===== src/rtl/fetch.sv =====
// -----------------------------------------------------------------------------
// fetch
//   Front pipeline stage. Holds the fetch program counter, issues one-at-a-time
//   instruction-word reads to instruction memory, buffers returned words in a
//   2-entry prefetch FIFO and hands one instruction per handshake to decode.
//   A PC write from execute redirects fetch and discards wrong-path words,
//   including the data of a request that is still in flight.
//
// Ports
//   i_clk, i_rst_n          clock; asynchronous active-low reset
//   o_mem_req, o_mem_addr   registered read request, held until i_mem_ack
//   i_mem_ack, i_mem_data   read completion and data (same cycle)
//   i_next_ready            decode can take an instruction this cycle
//   o_submit                one-cycle pulse: new instruction on the outputs
//   o_instr_l, o_imm_pass   instruction low half / high half (immediate)
//   o_pc                    address of the instruction on the outputs
//   i_pc_ie, i_pc           redirect strobe and target from execute
// -----------------------------------------------------------------------------
module fetch #(
  parameter int                I_SIZE   = 32,
  parameter int                ADDR_W   = 16,
  parameter logic [ADDR_W-1:0] RESET_PC = '0
) (
  input  logic              i_clk,
  input  logic              i_rst_n,
  output logic              o_mem_req,
  output logic [ADDR_W-1:0] o_mem_addr,
  input  logic              i_mem_ack,
  input  logic [I_SIZE-1:0] i_mem_data,
  input  logic              i_next_ready,
  output logic              o_submit,
  output logic [15:0]       o_instr_l,
  output logic [I_SIZE-17:0] o_imm_pass,
  output logic [ADDR_W-1:0] o_pc,
  input  logic              i_pc_ie,
  input  logic [ADDR_W-1:0] i_pc
);

  localparam int ENTRY_W = ADDR_W + I_SIZE;

  // Request tracker. Bit 0 is set in exactly the states with a request on the
  // bus, so o_mem_req comes straight from a flop.
  typedef enum logic [1:0] {
    ST_IDLE       = 2'b00,
    ST_WAIT       = 2'b01,
    ST_WAIT_STALE = 2'b11
  } state_t;

  state_t              state_reg, state_next;
  logic [ADDR_W-1:0]   fetch_pc_reg;
  logic [ADDR_W-1:0]   mem_addr_reg;
  logic [1:0]          count_reg;
  logic                rd_ptr_reg, wr_ptr_reg;
  logic [ENTRY_W-1:0]  fifo_reg [2];
  logic [ENTRY_W-1:0]  head;
  logic                submit_reg;
  logic [15:0]         instr_l_reg;
  logic [I_SIZE-17:0]  imm_reg;
  logic [ADDR_W-1:0]   pc_reg;

  logic ack_valid;
  logic push;
  logic pop;
  logic space_ok;
  logic issue;

  assign o_mem_req  = state_reg[0];
  assign o_mem_addr = mem_addr_reg;
  assign o_submit   = submit_reg;
  assign o_instr_l  = instr_l_reg;
  assign o_imm_pass = imm_reg;
  assign o_pc       = pc_reg;

  assign head = fifo_reg[rd_ptr_reg];

  // Handshake decisions for this cycle.
  always_comb begin
    // An ack only counts while a request is actually on the bus.
    ack_valid = i_mem_ack && (state_reg != ST_IDLE);
    push      = ack_valid && (state_reg == ST_WAIT) && !i_pc_ie;
    pop       = (count_reg != 2'd0) && i_next_ready && !i_pc_ie;
    // Reserve a FIFO slot for every request: buffered words plus the word
    // landing this cycle must leave room, so an ack never meets a full FIFO.
    space_ok  = (count_reg == 2'd0) || ((count_reg == 2'd1) && !push);
    issue     = !i_pc_ie && space_ok && ((state_reg == ST_IDLE) || ack_valid);
  end

  // Next-state logic for the request tracker.
  always_comb begin
    state_next = state_reg;
    if (i_pc_ie) begin
      // A request still waiting for its ack now carries wrong-path data.
      if ((state_reg != ST_IDLE) && !ack_valid) begin
        state_next = ST_WAIT_STALE;
      end else begin
        state_next = ST_IDLE;
      end
    end else if (issue) begin
      state_next = ST_WAIT;
    end else if (ack_valid) begin
      state_next = ST_IDLE;
    end
  end

  always_ff @(posedge i_clk or negedge i_rst_n) begin
    if (!i_rst_n) begin
      state_reg    <= ST_IDLE;
      fetch_pc_reg <= RESET_PC;
      mem_addr_reg <= '0;
    end else begin
      state_reg <= state_next;
      if (issue) begin
        mem_addr_reg <= fetch_pc_reg;
      end
      if (i_pc_ie) begin
        fetch_pc_reg <= i_pc;
      end else if (issue) begin
        fetch_pc_reg <= fetch_pc_reg + 1'b1;
      end
    end
  end

  // FIFO bookkeeping; a redirect flushes it.
  always_ff @(posedge i_clk or negedge i_rst_n) begin
    if (!i_rst_n) begin
      count_reg  <= 2'd0;
      rd_ptr_reg <= 1'b0;
      wr_ptr_reg <= 1'b0;
    end else if (i_pc_ie) begin
      count_reg  <= 2'd0;
      rd_ptr_reg <= 1'b0;
      wr_ptr_reg <= 1'b0;
    end else begin
      if (push) begin
        wr_ptr_reg <= ~wr_ptr_reg;
      end
      if (pop) begin
        rd_ptr_reg <= ~rd_ptr_reg;
      end
      if (push && !pop) begin
        count_reg <= count_reg + 2'd1;
      end else if (!push && pop) begin
        count_reg <= count_reg - 2'd1;
      end
    end
  end

  // FIFO storage: {address, data}; contents are only meaningful under count.
  always_ff @(posedge i_clk) begin
    if (push) begin
      fifo_reg[wr_ptr_reg] <= {mem_addr_reg, i_mem_data};
    end
  end

  // Decode-facing registers hold their value until the next pop.
  always_ff @(posedge i_clk or negedge i_rst_n) begin
    if (!i_rst_n) begin
      submit_reg  <= 1'b0;
      instr_l_reg <= '0;
      imm_reg     <= '0;
      pc_reg      <= '0;
    end else begin
      submit_reg <= pop;
      if (pop) begin
        instr_l_reg <= head[15:0];
        imm_reg     <= head[I_SIZE-1:16];
        pc_reg      <= head[ENTRY_W-1:I_SIZE];
      end
    end
  end

endmodule


===== config.mk =====
export PLATFORM = sky130hd
export DESIGN_NAME = fetch
export DESIGN_NICKNAME = d
export VERILOG_FILES = /design/src/rtl/fetch.sv
export SDC_FILE = /design/constraint.sdc
export NUM_CORES = 1
export LEC_CHECK = 0
export ABC_AREA = 1
export CAP_MARGIN = 20
export CORE_UTILIZATION = 57
export CTS_CLUSTER_SIZE = 30
export DETAILED_ROUTE_END_ITERATION = 10
export PLACE_DENSITY = 0.85
export SLEW_MARGIN = 0
export SYNTH_ARGS = -nofsm -noshare
export SYNTH_HDL_FRONTEND = slang
export SYNTH_SLANG_ARGS = --single-unit

===== constraint.sdc =====
create_clock -name i_clk -period 4.7 [get_ports i_clk]
set_input_delay 0.705 -clock i_clk [delete_from_list [all_inputs] [get_ports i_clk]]
set_output_delay 0.705 -clock i_clk [all_outputs]
set_load 0.01 [all_outputs]

==> Word level (Yosys, flattened, before mapping) <==
Memory sizes are Yosys's and may differ from the RTL's. A register that Yosys moved wholly into a read port is not among the register bits.
Index checks and enable logic that the tools add are counted.
{ "classes": {"n_mul": 0, "n_reduce_logical": 27, "addsub": 3, "n_mux": 15, "div": 0, "magnitude_cmp": 0, "bitwise_logic": 2, "eq_ne": 2, "shifts": 0} }
{ "ops": {"columns": ["cell", "count"], "rows": [
  ["$mux 16", 2],
  ["$add 16x1->16 const B", 1],
  ["$mux 2", 7],
  ["$logic_and 1x1->1", 11],
  ["$reduce_bool 2->1", 5],
  ["$mux 1", 6],
  ["$reduce_bool 3->1", 2],
  ["$logic_not 1->1", 5],
  ["$eq 2x1->1 const B", 2],
  ["$logic_not 2->1", 2],
  ["$add 2x1->2 const B", 1],
  ["$logic_or 1x1->1", 2],
  ["$not 1->1", 2],
  ["$sub 2x1->2 const B", 1]
]} }
{ "totals": {"n_memories": 1, "latchBits": 0, "mem_bits_ro": 0, "inputBits": 53, "ramBits": 96, "reg_bits": 39, "elab_cells": 57, "output_inout_bits": 66} }
{ "memory_table": {"columns": ["memory", "words", "word_bits", "rd", "rd_ports_with_merged_regs", "write_ports", "line_no", "text"], "rows": [
  ["fifo_reg", 2, 48, 1, 1, 1, "54", "logic [ENTRY_W-1:0] fifo_reg [2];"]
]} }

==> Depth between registers and ports, before layout <==
{ "logic_depth": {"ltp_word": 11, "mapped_depth": 10, "ltp_nobuf": 9} }

==> Worst setup path before layout <==
Ideal clock, no wire load.
{ "synth_path": {"path_type": "in2reg", "startpoint": "in i_pc_ie", "endpoint": "mem fifo_reg[1][0] (netlist name), enable pin", "t_required_ns": 4.246, "t_arrival_ns": 3.188, "n_path_buf": 1, "slack_ns": 1.058, "path_stages": 4, "setup_ns": 0.454, "path_cell_list": "inv_2 > clkbuf_1 > nand2_1 > nor2_1"} }
{ "synth_via": {"elab_chain_cells": 4} }
{ "synth_lines": {"columns": ["item", "line_no", "text"], "rows": [
  ["start: declaration", "35", "input logic i_pc_ie,"],
  ["$logic_not 1->1", "80", "push = ack_valid && (state_reg == ST_WAIT) && !i_pc_ie;"],
  ["$logic_and 1x1->1", "80", null],
  ["$mux 1", "150", "if (push) begin"],
  ["$mux 1 (not written as such)", "151", "fifo_reg[wr_ptr_reg] <= {mem_addr_reg, i_mem_data};"],
  ["end: declaration", "54", null]
]} }
No other way between the ends.

==> Worst setup path in the final report <==
{ "layout_path": {"startpoint": "in i_pc_ie", "endpoint": "reg fetch_pc_reg[5]"} }
{ "layout_via": {"elab_chain_cells": 8, "elab_cells_between_ends": 9, "cone_classes": "1 x mux; 8 x reduce/logical"} }
{ "layout_lines": {"columns": ["item", "line_no", "text"], "rows": [
  ["$logic_not 1->1", "80, 85", null],
  ["$logic_and 1x1->1", "80", null],
  ["$logic_not 1->1", "84", "space_ok = (count_reg == 2'd0) || ((count_reg == 2'd1) && !push);"],
  ["$logic_and 1x1->1", "84", null],
  ["$logic_or 1x1->1", "84", null],
  ["$logic_and 1x1->1 (2 in series)", "85", "issue = !i_pc_ie && space_ok && ((state_reg == ST_IDLE) || ack_valid);"],
  ["$reduce_bool 2->1 (no line)", null, null],
  ["end signal: assignment", "116", "fetch_pc_reg <= i_pc;"],
  ["end signal: assignment", "118", "fetch_pc_reg <= fetch_pc_reg + 1'b1;"],
  ["end: declaration", "50", "logic [ADDR_W-1:0] fetch_pc_reg;"]
]} }
Parallel ways exist; a longest one is shown, timed or not.
A chain may end at the register's enable or synchronous reset.

==> run summary <==
The run finished with clean final reports. The start point of the critical path was i_pc_ie. The worst hold path belongs to the class input pin to asynchronous set/reset pin. For the clock buffer count from CTS, the log shows 17.

A synthesized cell averages 11.3 sq um. Final number of setup-violating endpoints: 0. The arrival time at the worst endpoint was 3.45 ns; the number of buffers on the longest clock path was 2.

Measured along the x axis, the die boundary spans 114 um. The tools report the final sum of negative setup slack as 0 ns. The logs give 0 for the total setup buffers inserted after CTS and 4 for the maximum level of the CTS H-tree. For the worst voltage drop across the vdd grid, the log shows 0.277 mV. After clock tree synthesis, the repair step resized 0 gates. The quantity of I/O buffers inserted on ports is 118. The worst setup path is of the input pin to flip-flop kind. Dividing total power by cell area gives a power density of 602 nW/um^2. The run gives 5.06 ns as the required time reported for the critical path endpoint. For the pin with the worst max-slew slack, the measured transition is 0.947 ns.

The die height is 114 um. The most used flip-flop cell after synthesis is sky130_fd_sc_hd__edfxtp_1. The congestion estimate from routability-driven global placement came to 0.865. The run gives 0 as the number of DRC violations after detailed routing. The later-pin clock latency in the skew report is 0.42 ns, and the remaining global-route overflow is 0.

The logs give 4,857 for the number of global-route vias before repair and 14.8 mm for the final routed wirelength across all metal layers. The detail-routed via count per cell is 5.43. The tools report the final critical-path setup slack as 1.61 ns. Sequential share of the synthesized area: 0.711. The tools report the relative max-transition margin as 0.369. Synthesis produced 628 cells. The layout cell share with drive strength beyond 1 is 0.0650, and the unique cell type count in the Yosys netlist is 27.

The post-CTS clock slew at the launch and capture registers of the worst setup and hold paths came out at 0.06 ns. The number of failing hold endpoints at the final stage came out at 0. For the number of hold-repair buffers added at the cts stage, the log shows 0. STA classifies the critical path startpoint as an input pin. The tools report the CTS sink count as 183.

The number of flip-flops under the largest register name was 96. The pin count of the biggest net entering global routing is 97. The tools report the number of pins exceeding their max-slew limit in the final report as 0. Relative to the synthesized area, the layout overhead comes to 27.6%.

The logs give 0 for the number of nets with antenna violations after detailed routing and 40 for the number of standard-cell rows in the floorplan. The tools report the leakage power of the design as 3.73 nW. The net count reported at finish is 797, and the register bit total from synthesis is 183. The tools report the startpoint of the lowest-slack register-to-register path as rd_ptr_reg. The logs give 684 for the number of nets in the synthesized netlist and 1.22 ns for the worst setup timing slack at the placement stage. Dividing the detail-routed wire length by the instance count gives 16.0 um. Summing every instance area after synthesis gives 7120 sq um. Reported max-cap violation count: 0. The portion of the clock cycle consumed by the worst path in the final layout is 0.657. Setup repair after global routing left no endpoint under its margin. The number of antenna violations at the first check in global routing is 0.

The final route contains 5,006 vias. The proportion of register bits with asynchronous set or reset after synthesis came out at 0.475. Counting I/O delays and the setup requirement, the final critical path takes 3.09 ns. STA classifies the critical path endpoint as a flip-flop. The run gives 0.588 as the initial standard-cell utilization of the core. The total global routing track utilization is 0.243, and the maximum fanout along the worst path is 40.

The detailed placement HPWL is 9.08 mm, and the core region area is 12,100 sq um. Based on the critical path, the design can be clocked at up to 0.324 GHz. Yosys printed 0 warnings. In this run, synthesis inferred 96 flip-flops with an integrated enable. The first global-routing pass estimated 23.7 mm of wire.

TritonCTS built the clock tree. Clock tree root driver cell: sky130_fd_sc_hd__clkbuf_16. The number of antenna diodes was 0. Setup clock skew after layout: 0.00784 ns. For this run, the detailed router's first-pass iteration total came to 5. The die area is 12,900 sq um. After the first detailed-routing iteration, the DRC count stood at 469. For this design the top-level I/O count stands at 119.
==> layout make-up <==
cell class,instances,area (sq um)
Tap cell,168,210
Clock inverter,13,201
Sequential cell,183,5060
Inverter,30,113
Multi-Input combinational cell,387,1830
Timing Repair Buffer,122,1210
Fill cell,770,3030
Clock buffer,19,453
==> per-layer routing <==
layer / track usage / vias up / routed length, um
met4: 0.0825 / 0 / 112
li1: - / 2368 / -
met1: 0.313 / 2427 / 6200
met2: 0.403 / 200 / 7400
met5: 0 / - / 0
met3: 0.0654 / 11 / 1050
==> cell families (layout without fill, tap and decap cells) <==
logic type | after synthesis | after routing | synth area share
mux | 1 | 1 | 0.00158
simple gates | 293 | 293 | 0.164
buf+inv | 58 | 184 | 0.0338
fa+ha+maj | 3 | 3 | 0.00527
xor+xnor | 5 | 5 | 0.00615
flops | 183 | 183 | 0.711
compound gates | 85 | 85 | 0.0782
==> layout by cell type (no fill, tap or decap), types with 5 or more instances in the layout <==
cell | netlist | final
sky130_fd_sc_hd__clkdlybuf4s50_1 | 0 | 117
sky130_fd_sc_hd__o21ai_0 | 20 | 20
sky130_fd_sc_hd__nor2_1 | 117 | 115
sky130_fd_sc_hd__clkinv_2 | 0 | 5
sky130_fd_sc_hd__o21ai_1 | 9 | 9
sky130_fd_sc_hd__edfxtp_1 | 96 | 96
sky130_fd_sc_hd__clkbuf_16 | 0 | 17
sky130_fd_sc_hd__buf_4 | 1 | 5
sky130_fd_sc_hd__dfrtp_1 | 87 | 86
sky130_fd_sc_hd__inv_1 | 27 | 27
sky130_fd_sc_hd__o31ai_1 | 48 | 48
sky130_fd_sc_hd__nand2_1 | 135 | 135
sky130_fd_sc_hd__bufinv_16 | 0 | 5
sky130_fd_sc_hd__nand3_1 | 32 | 32
==> worst paths after layout <==
kind                                   endpoint  slack (ns)  cells after the start
worst min-delay path               o_instr_l[0]        0.31                      1
worst max-delay path            fetch_pc_reg[5]        1.61                     10
max in group asynchronous            rd_ptr_reg        3.41                      2
worst max register to register       rd_ptr_reg        2.50                      3
worst min register to register   o_imm_pass[13]        0.48                      2
min in group i_clk               o_imm_pass[13]        0.48                      2
==> where the power goes <==
part | switching [mW] | internal, mW | total [mW]
Sequential | 0.326 | 2.12 | 2.45
Combinational | 0.750 | 0.731 | 1.48
Clock | 0.569 | 0.969 | 1.54
Total | 1.65 | 3.82 | 5.47
==> synth_stat cells (all sizes together), types with 5 or more instances <==
master  count  area (sq um)
nand2     137           519
nor2      118           445
edfxtp     96          2880
dfrtp      87          2180
o31ai      48           360
nand3      32           160
inv        30           113
o21ai      29           145
clkbuf     16          60.1
buf        12          67.6
a21oi       5          28.8
nand4       5          37.5
==> worst max-delay path, cell delays in order <==
cell and delay, ns:
sky130_fd_sc_hd__clkdlybuf4s50_1 0.78, sky130_fd_sc_hd__inv_2 0.44, sky130_fd_sc_hd__nand4_2 0.20, sky130_fd_sc_hd__nand2_1 0.14
sky130_fd_sc_hd__nand2_1 0.08, sky130_fd_sc_hd__nand2_2 0.53, sky130_fd_sc_hd__nand2_2 0.22, sky130_fd_sc_hd__inv_1 0.19
sky130_fd_sc_hd__nand2_1 0.08, sky130_fd_sc_hd__nand2_1 0.07
==> metrics by stage <==
step / utilization / hold WS, ns / std cells / power, mW / cell area (sq um)
after floorplan: - / 0.409 / 628 / 3.13 / 7120
after global placement: 0.696 / 0.462 / 890 / 3.87 / 8420
after detailed placement: 0.696 / 0.467 / 890 / 3.94 / 8420
after CTS: 0.750 / 0.334 / 922 / 5.50 / 9080
after global routing: 0.750 / 0.345 / 922 / 5.75 / 9080
final: 0.750 / 0.312 / 922 / 5.47 / 9080
Power figures use the tool's default switching activity.
